===== src/rtl/proc_out_fifo.sv =====
// -----------------------------------------------------------------------------
// proc_out_fifo
//
// Output-side buffer sitting directly behind the fixed-point processor's IO
// write port. Every processor output write (io_out data tagged with addr_out,
// qualified by out_en) is captured into a circular FIFO and presented on a
// show-ahead valid/ready stream, so a slow consumer (DAC, UART, host bridge)
// can stall without losing processor writes. Writes that arrive while the FIFO
// is full and nothing is leaving are dropped and latched in a sticky overflow
// flag.
//
// Ports:
//   clk       in   1        system clock, rising edge
//   rst       in   1        synchronous, active-low reset
//   io_out    in   NUBITS   processor output data
//   addr_out  in   NAW      processor output address (tag)
//   out_en    in   1        processor output write strobe
//   m_data    out  NUBITS   head-of-FIFO data (0 while empty)
//   m_addr    out  NAW      head-of-FIFO address tag (0 while empty)
//   m_valid   out  1        head word valid
//   m_ready   in   1        consumer accepts head word
//   full      out  1        FIFO holds FDEPTH words
//   count     out  PW+1     stored words, 0..FDEPTH
//   overflow  out  1        sticky: at least one write was dropped
// -----------------------------------------------------------------------------
module proc_out_fifo #(
    parameter int NUBITS = 16,
    parameter int NUIOOU = 8,
    parameter int FDEPTH = 8,
    localparam int NAW = $clog2(NUIOOU),
    localparam int PW  = $clog2(FDEPTH)
) (
    input  logic              clk,
    input  logic              rst,
    input  logic [NUBITS-1:0] io_out,
    input  logic [NAW-1:0]    addr_out,
    input  logic              out_en,
    output logic [NUBITS-1:0] m_data,
    output logic [NAW-1:0]    m_addr,
    output logic              m_valid,
    input  logic              m_ready,
    output logic              full,
    output logic [PW:0]       count,
    output logic              overflow
);

    localparam int EW = NAW + NUBITS;
    localparam logic [PW:0]   CNT_FULL = (PW+1)'(FDEPTH);
    localparam logic [PW:0]   CNT_ONE  = (PW+1)'(1);
    localparam logic [PW:0]   CNT_ZERO = (PW+1)'(0);
    localparam logic [PW-1:0] PTR_ONE  = PW'(1);
    localparam logic [PW-1:0] PTR_ZERO = PW'(0);

    logic [EW-1:0] mem_q [FDEPTH];
    logic [PW-1:0] wr_ptr_q, wr_ptr_d;
    logic [PW-1:0] rd_ptr_q, rd_ptr_d;
    logic [PW:0]   count_q, count_d;
    logic          overflow_q, overflow_d;
    logic          full_s, valid_s, push_s, pop_s;
    logic [EW-1:0] head_s;

    // Status flags decoded from the registered count, plus the handshake
    // qualifiers. A push into a full FIFO is legal only when a pop frees a slot
    // in the same cycle; there is no path from out_en to m_valid.
    always_comb begin
        full_s  = (count_q == CNT_FULL);
        valid_s = (count_q != CNT_ZERO);
        pop_s   = valid_s && m_ready;
        push_s  = out_en && (!full_s || pop_s);
    end

    // Next-state for pointers, occupancy and the sticky overflow flag.
    always_comb begin
        wr_ptr_d   = wr_ptr_q;
        rd_ptr_d   = rd_ptr_q;
        count_d    = count_q;
        overflow_d = overflow_q;

        if (push_s) begin
            wr_ptr_d = wr_ptr_q + PTR_ONE;
        end else begin
            wr_ptr_d = wr_ptr_q;
        end

        if (pop_s) begin
            rd_ptr_d = rd_ptr_q + PTR_ONE;
        end else begin
            rd_ptr_d = rd_ptr_q;
        end

        // Simultaneous push and pop leaves occupancy unchanged.
        case ({push_s, pop_s})
            2'b10:   count_d = count_q + CNT_ONE;
            2'b01:   count_d = count_q - CNT_ONE;
            default: count_d = count_q;
        endcase

        // A strobe that could not be accepted is a dropped write.
        if (out_en && !push_s) begin
            overflow_d = 1'b1;
        end else begin
            overflow_d = overflow_q;
        end
    end

    // Control state registers; reset wins over any push or pop.
    always_ff @(posedge clk) begin
        if (!rst) begin
            wr_ptr_q   <= PTR_ZERO;
            rd_ptr_q   <= PTR_ZERO;
            count_q    <= CNT_ZERO;
            overflow_q <= 1'b0;
        end else begin
            wr_ptr_q   <= wr_ptr_d;
            rd_ptr_q   <= rd_ptr_d;
            count_q    <= count_d;
            overflow_q <= overflow_d;
        end
    end

    // Storage array write; contents are deliberately not reset.
    always_ff @(posedge clk) begin
        if (rst && push_s) begin
            mem_q[wr_ptr_q] <= {addr_out, io_out};
        end else begin
            mem_q[wr_ptr_q] <= mem_q[wr_ptr_q];
        end
    end

    // Show-ahead head read, forced to zero while empty so the stream outputs
    // never expose stale or uninitialised storage.
    always_comb begin
        if (valid_s) begin
            head_s = mem_q[rd_ptr_q];
        end else begin
            head_s = '0;
        end
    end

    assign m_data   = head_s[NUBITS-1:0];
    assign m_addr   = head_s[EW-1:NUBITS];
    assign m_valid  = valid_s;
    assign full     = full_s;
    assign count    = count_q;
    assign overflow = overflow_q;

endmodule


===== config.mk =====
export PLATFORM = sky130hd
export DESIGN_NAME = proc_out_fifo
export DESIGN_NICKNAME = d
export VERILOG_FILES = /design/src/rtl/proc_out_fifo.sv
export SDC_FILE = /design/constraint.sdc
export NUM_CORES = 1
export LEC_CHECK = 0
export CAP_MARGIN = 30
export CORE_AREA = 2 2 147 120
export DETAILED_ROUTE_END_ITERATION = 7
export DIE_AREA = 0 0 149 122
export PLACE_DENSITY_LB_ADDON = 0.3
export REMOVE_ABC_BUFFERS = 1
export SYNTH_ARGS = -nofsm -noshare
export SYNTH_HDL_FRONTEND = slang
export SYNTH_SLANG_ARGS = --single-unit

===== constraint.sdc =====
create_clock -name clk -period 9.9 [get_ports clk]
set_input_delay 1.485 -clock clk [delete_from_list [all_inputs] [get_ports clk]]
set_output_delay 1.485 -clock clk [all_outputs]
set_load 0.01 [all_outputs]

## Word level (Yosys, flattened, before mapping)

Memories as Yosys holds them, arrays and structs flattened. A register that Yosys moved wholly into a read port is not among the register bits.
Cells that the tools add are included.

| operators by class | value |
|---|---|
| add/sub/neg operators | 4 |
| multipliers | 0 |
| divide/modulo/power cells | 0 |
| magnitude comparators | 0 |
| equal/unequal tests | 4 |
| shift-type cells | 0 |
| mux-type cells | 8 |
| bitwise gates (word level) | 1 |
| reduce and logical (&&, ||, !) cells | 10 |

Operators with widths:

| operator | number |
|---|---|
| 19-bit 2-to-1 mux | 2 |
| 4-bit case mux with 2 select lines | 1 |
| 3-bit by 1-bit adder with 3-bit output, second input constant | 2 |
| 3-bit 2-to-1 mux | 2 |
| 4-bit by 1-bit adder with 4-bit output, second input constant | 1 |
| 4-bit == test, second input constant | 1 |
| 1-bit logical AND | 4 |
| 4-bit nonzero test | 1 |
| 4-bit by 1-bit subtractor with 4-bit output, second input constant | 1 |
| 1-bit 2-to-1 mux | 3 |
| 2-bit by 1-bit == test with 1-bit output, second input constant | 1 |
| 2-bit == test, second input constant | 1 |
| 1-bit logical NOT | 2 |
| 2-bit AND reduction | 1 |
| 2-bit nonzero test | 1 |
| 1-bit logical OR | 1 |
| 0-bit inequality test | 1 |
| 1-bit bitwise OR | 1 |

| storage, ports and cells | value |
|---|---|
| register bits | 11 |
| bits in latches | 0 |
| bits in writable memories | 152 |
| bits in read-only memories | 0 |
| input bits | 23 |
| word-level logic and storage cells | 32 |
| memories kept | 1 |

Memories:

| name | words | width | read ports | clocked after memory_dff | write ports | RTL line | source |
|---|---|---|---|---|---|---|---|
| mem_q | 8 | 19 | 1 | 1 | 1 | 54 | `logic [EW-1:0] mem_q [FDEPTH];` |

## Logic depth before layout (Yosys ltp)

| depth | value |
|---|---|
| depth after elaboration | 8 |
| gate-level depth with buffers | 11 |
| gate-level depth less buffers | 11 |

## Worst setup path after synthesis

OpenSTA, ideal clock, no wires.

| timing | value |
|---|---|
| path type | in2reg |
| start | in m_ready |
| end | mem mem_q[1][0] (netlist bit) (enable) |
| setup time | 0.444 ns |
| arrival | 3.834 ns |
| required time | 9.456 ns |
| setup slack | 5.623 ns |
| cell stages on the path | 4 |
| cell sequence | buf_2 nand2b_1 o21ai_4 nor4_1 |

| on the way | value |
|---|---|
| longest elaborated chain between the ends | 7 |

RTL lines:

| what | RTL line | source |
|---|---|---|
| from (decl) | 41 | `input logic m_ready,` |
| 1-bit logical AND (*) | 68 | `pop_s = valid_s && m_ready;` |
| 1-bit logical OR (*) | 69 | `push_s = out_en && (!full_s \|\| pop_s);` |
| 1-bit logical AND (*) | 69 |  |
| 1-bit logical AND (*) | 123 | `if (rst && push_s) begin` |
| 1-bit 2-to-1 mux, on equally long branches | 123, 126 |  |
| 1-bit 2-to-1 mux (not written as such) or 2-bit AND reduction (tied branches) | n/a |  |
| 1-bit bitwise OR (no source line) (*) | n/a |  |
| to (decl) | 54 |  |

Mark *: on every way between the ends. The rest lies on a longest branch, timed or not.

==> results_dict.tcl <==
set metrics [dict create \
    drv_slew 0 \
    dp_hpwl_um 7450 \
    drt_first_pass_iters 4 \
    place_area_um2 7420 \
    place.gp.congestion 0.737 \
    worst_ir_drop_vdd_mv 0.145 \
    synth-seq-cells 166 \
    fin_crit_ns 4.20 \
    drv_cap 0 \
    ys_seq_area_share_pct 73.7 \
    netlist_instances 335 \
    io_buffers 48 \
    floorplan.rows 43 \
    path_clk_slew_ns 0.06 \
    core_area_um2 16900 \
    rsz0062_at_grt "false" \
    antenna_found_initial 0 \
    insertedDiodeCount 0 \
    insertion_delay_ns 0.41 \
    fp.dieH_um 122 \
    fmax_ghz 0.238 \
    avgSynthCellArea_um2 19.6 \
    area_delta_synth_final_pct 21.4 \
    grt_max_degree 39 \
    outcome "finished clean" \
    final_cell_mix "edfxtp_1, clkdlybuf4s50_1, mux4_2" \
    tns_ns 0 \
    leakage_uw 0.00251 \
    cts_resized 0 \
    netlist_area_um2 6580 \
    grtUsageTotal_pct 14.4 \
    hold_viol 0 \
    clk_path_buf_depth 2 \
    avgRoutedWirePerCell_um 19.1 \
    antenna_left 0 \
    critPathCaptureType "primary output" \
    postCtsHoldBufs 0 \
    postCtsSetupRepairBufs 0 \
    cp_max_fo 38 \
    setup_viol 0 \
    final_cells 638 \
    dp.cells 606 \
    die-area_um2 18200 \
    wirelength_um 12200 \
    worst_hold_startpoint "overflow$_SDFFE_PN0P_" \
    initial_utilization_pct 38.9 \
    h-tree-depth 4 \
    yosysWarnings 0 \
    power_density_nw_per_um2 251 \
    io_pins 49 \
    globalRouteOverflowTotal 0 \
    rr_startpoint "count[1]$_SDFFE_PN0P_" \
    finClkSkew_ns 0.00802 \
    final_common_cell "edfxtp_1" \
    drt-initial-drc-count 181 \
    cts_tree "yes" \
    grt_pass1_wl_um 19100 \
    final_layout_size_suffix_gt1_share_pct 23.7 \
    worst_slew_pin_slew_ns 0.901 \
    post-route-period-util_pct 42.4 \
    viasPerCell 5.07 \
    post-route-util_pct 47.3 \
    critPathArrivalTime_ns 2.71 \
    fill_cells 1428 \
    finalPower_uw 2000 \
    max_slew_margin_pct 39.6 \
    die_w_um 149 \
    hold_path.class "reg2reg" \
    cts_buffers 17 \
    num-nets-final 428 \
    grt_pass1_vias 3292 \
    crit_type "reg2out" \
    clock_sinks 166 \
    drc 0 \
    root_buffer "clkbuf_16" \
    ys_types 41 \
    startpoint_type "flip-flop" \
    worstPathRequired_ns 8.42 \
    vias 3235 \
    final_cell_area_um2 7990 \
]
[power by group]
| group | switching [uW] | internal [uW] |
|---|---|---|
| sequential | 25.5 | 796 |
| clock | 256 | 368 |
| combinational | 263 | 292 |
| total | 545 | 1460 |
[layer usage]
| layer | share of wire (%) | GRT usage [%] |
|---|---|---|
| met5 | 0 | 0 |
| met4 | 0.72 | 3.39 |
| met3 | 4.3 | 4.46 |
| met2 | 48 | 22.7 |
| met1 | 47 | 19.8 |
[state kept, by name, summed over array words and instances (netlist names), named ones only]
| register | count |
|---|---|
| rd_ptr_q | 3 |
| mem_q | 152 |
| wr_ptr_q | 3 |
| count | 4 |
| overflow | 1 |
[final cells by class]
cell class | count | area [um2] | area share, %
repair buffers | 63 | 619 | 7.76
multi-input cells | 146 | 1650 | 20.7
inverters | 6 | 22.5 | 0.282
flip-flops and latches | 166 | 4850 | 60.7
clock buffers | 18 | 429 | 5.37
clock inverters | 14 | 136 | 1.71
well taps | 225 | 282 | 3.53
[cells in the mapped netlist, drive strengths merged]
| cell type | number | area (um2) |
|---|---|---|
| nand2b | 1 | 6.26 |
| buf | 14 | 86.3 |
| or2 | 1 | 6.26 |
| nand4b | 1 | 8.76 |
| edfxtp | 152 | 4560 |
| o21ai | 3 | 26.3 |
| nand2 | 8 | 32.5 |
| or4b | 1 | 10.0 |
| o311a | 1 | 10.0 |
| nor3 | 5 | 30.0 |
| inv | 6 | 22.5 |
| a21o | 1 | 7.51 |
| dfxtp | 14 | 280 |
| a31oi | 1 | 6.26 |
| ha | 4 | 50.1 |
| fa | 1 | 20.0 |
| clkbuf | 3 | 11.3 |
| a21oi | 3 | 18.8 |
| nand4bb | 1 | 11.3 |
| nand3 | 5 | 25.0 |
| mux2i | 20 | 200 |
| mux4 | 38 | 856 |
| nor4 | 3 | 18.8 |
| nor2 | 32 | 120 |
| xnor2 | 3 | 26.3 |
| a41o | 1 | 10.0 |
| xor2 | 4 | 35.0 |
| or3 | 2 | 17.5 |
| and2 | 1 | 6.26 |
| o211ai | 2 | 15.0 |
| a211oi | 2 | 27.5 |
| nor4b | 1 | 8.76 |
[final timing paths]
path                           endpoint  cells past startpoint  slack (ns)
hold reg to reg   overflow$_SDFFE_PN0P_                      2        0.49
hold / removal    overflow$_SDFFE_PN0P_                      2        0.49
setup reg to reg  count[3]$_SDFFE_PN0P_                     12        6.66
setup / recovery              m_data[3]                      5        5.70
[worst max-delay path, cell delays in order (launching register included)]
cell and delay, ns:
dfxtp_2 0.31, buf_4 0.62, mux4_2 0.60, mux2i_1 0.22, nor2_1 0.06, clkdlybuf4s50_1 0.47
[metrics by stage]
stage               hold WS, ns  setup slack [ns]
floorplan                 0.454              5.81
global placement          0.475              5.69
detailed placement        0.471              5.59
CTS                       0.494              5.61
global route              0.539              5.48
finish                    0.487              5.70
[kinds of logic (layout without fill, tap and decap cells)]
logic type	after synthesis	in the layout	synth area share, %
AOI/OAI and AO/OA	14	14	1.85
xor gates and xnor gates	7	7	0.932
adders and majority gates	5	5	1.07
buffers and inverters	23	101	1.83
DFF	166	166	73.7
muxes	58	58	16.1
and+or+nand+nor	62	62	4.59
Power figures use the tool's default switching activity.
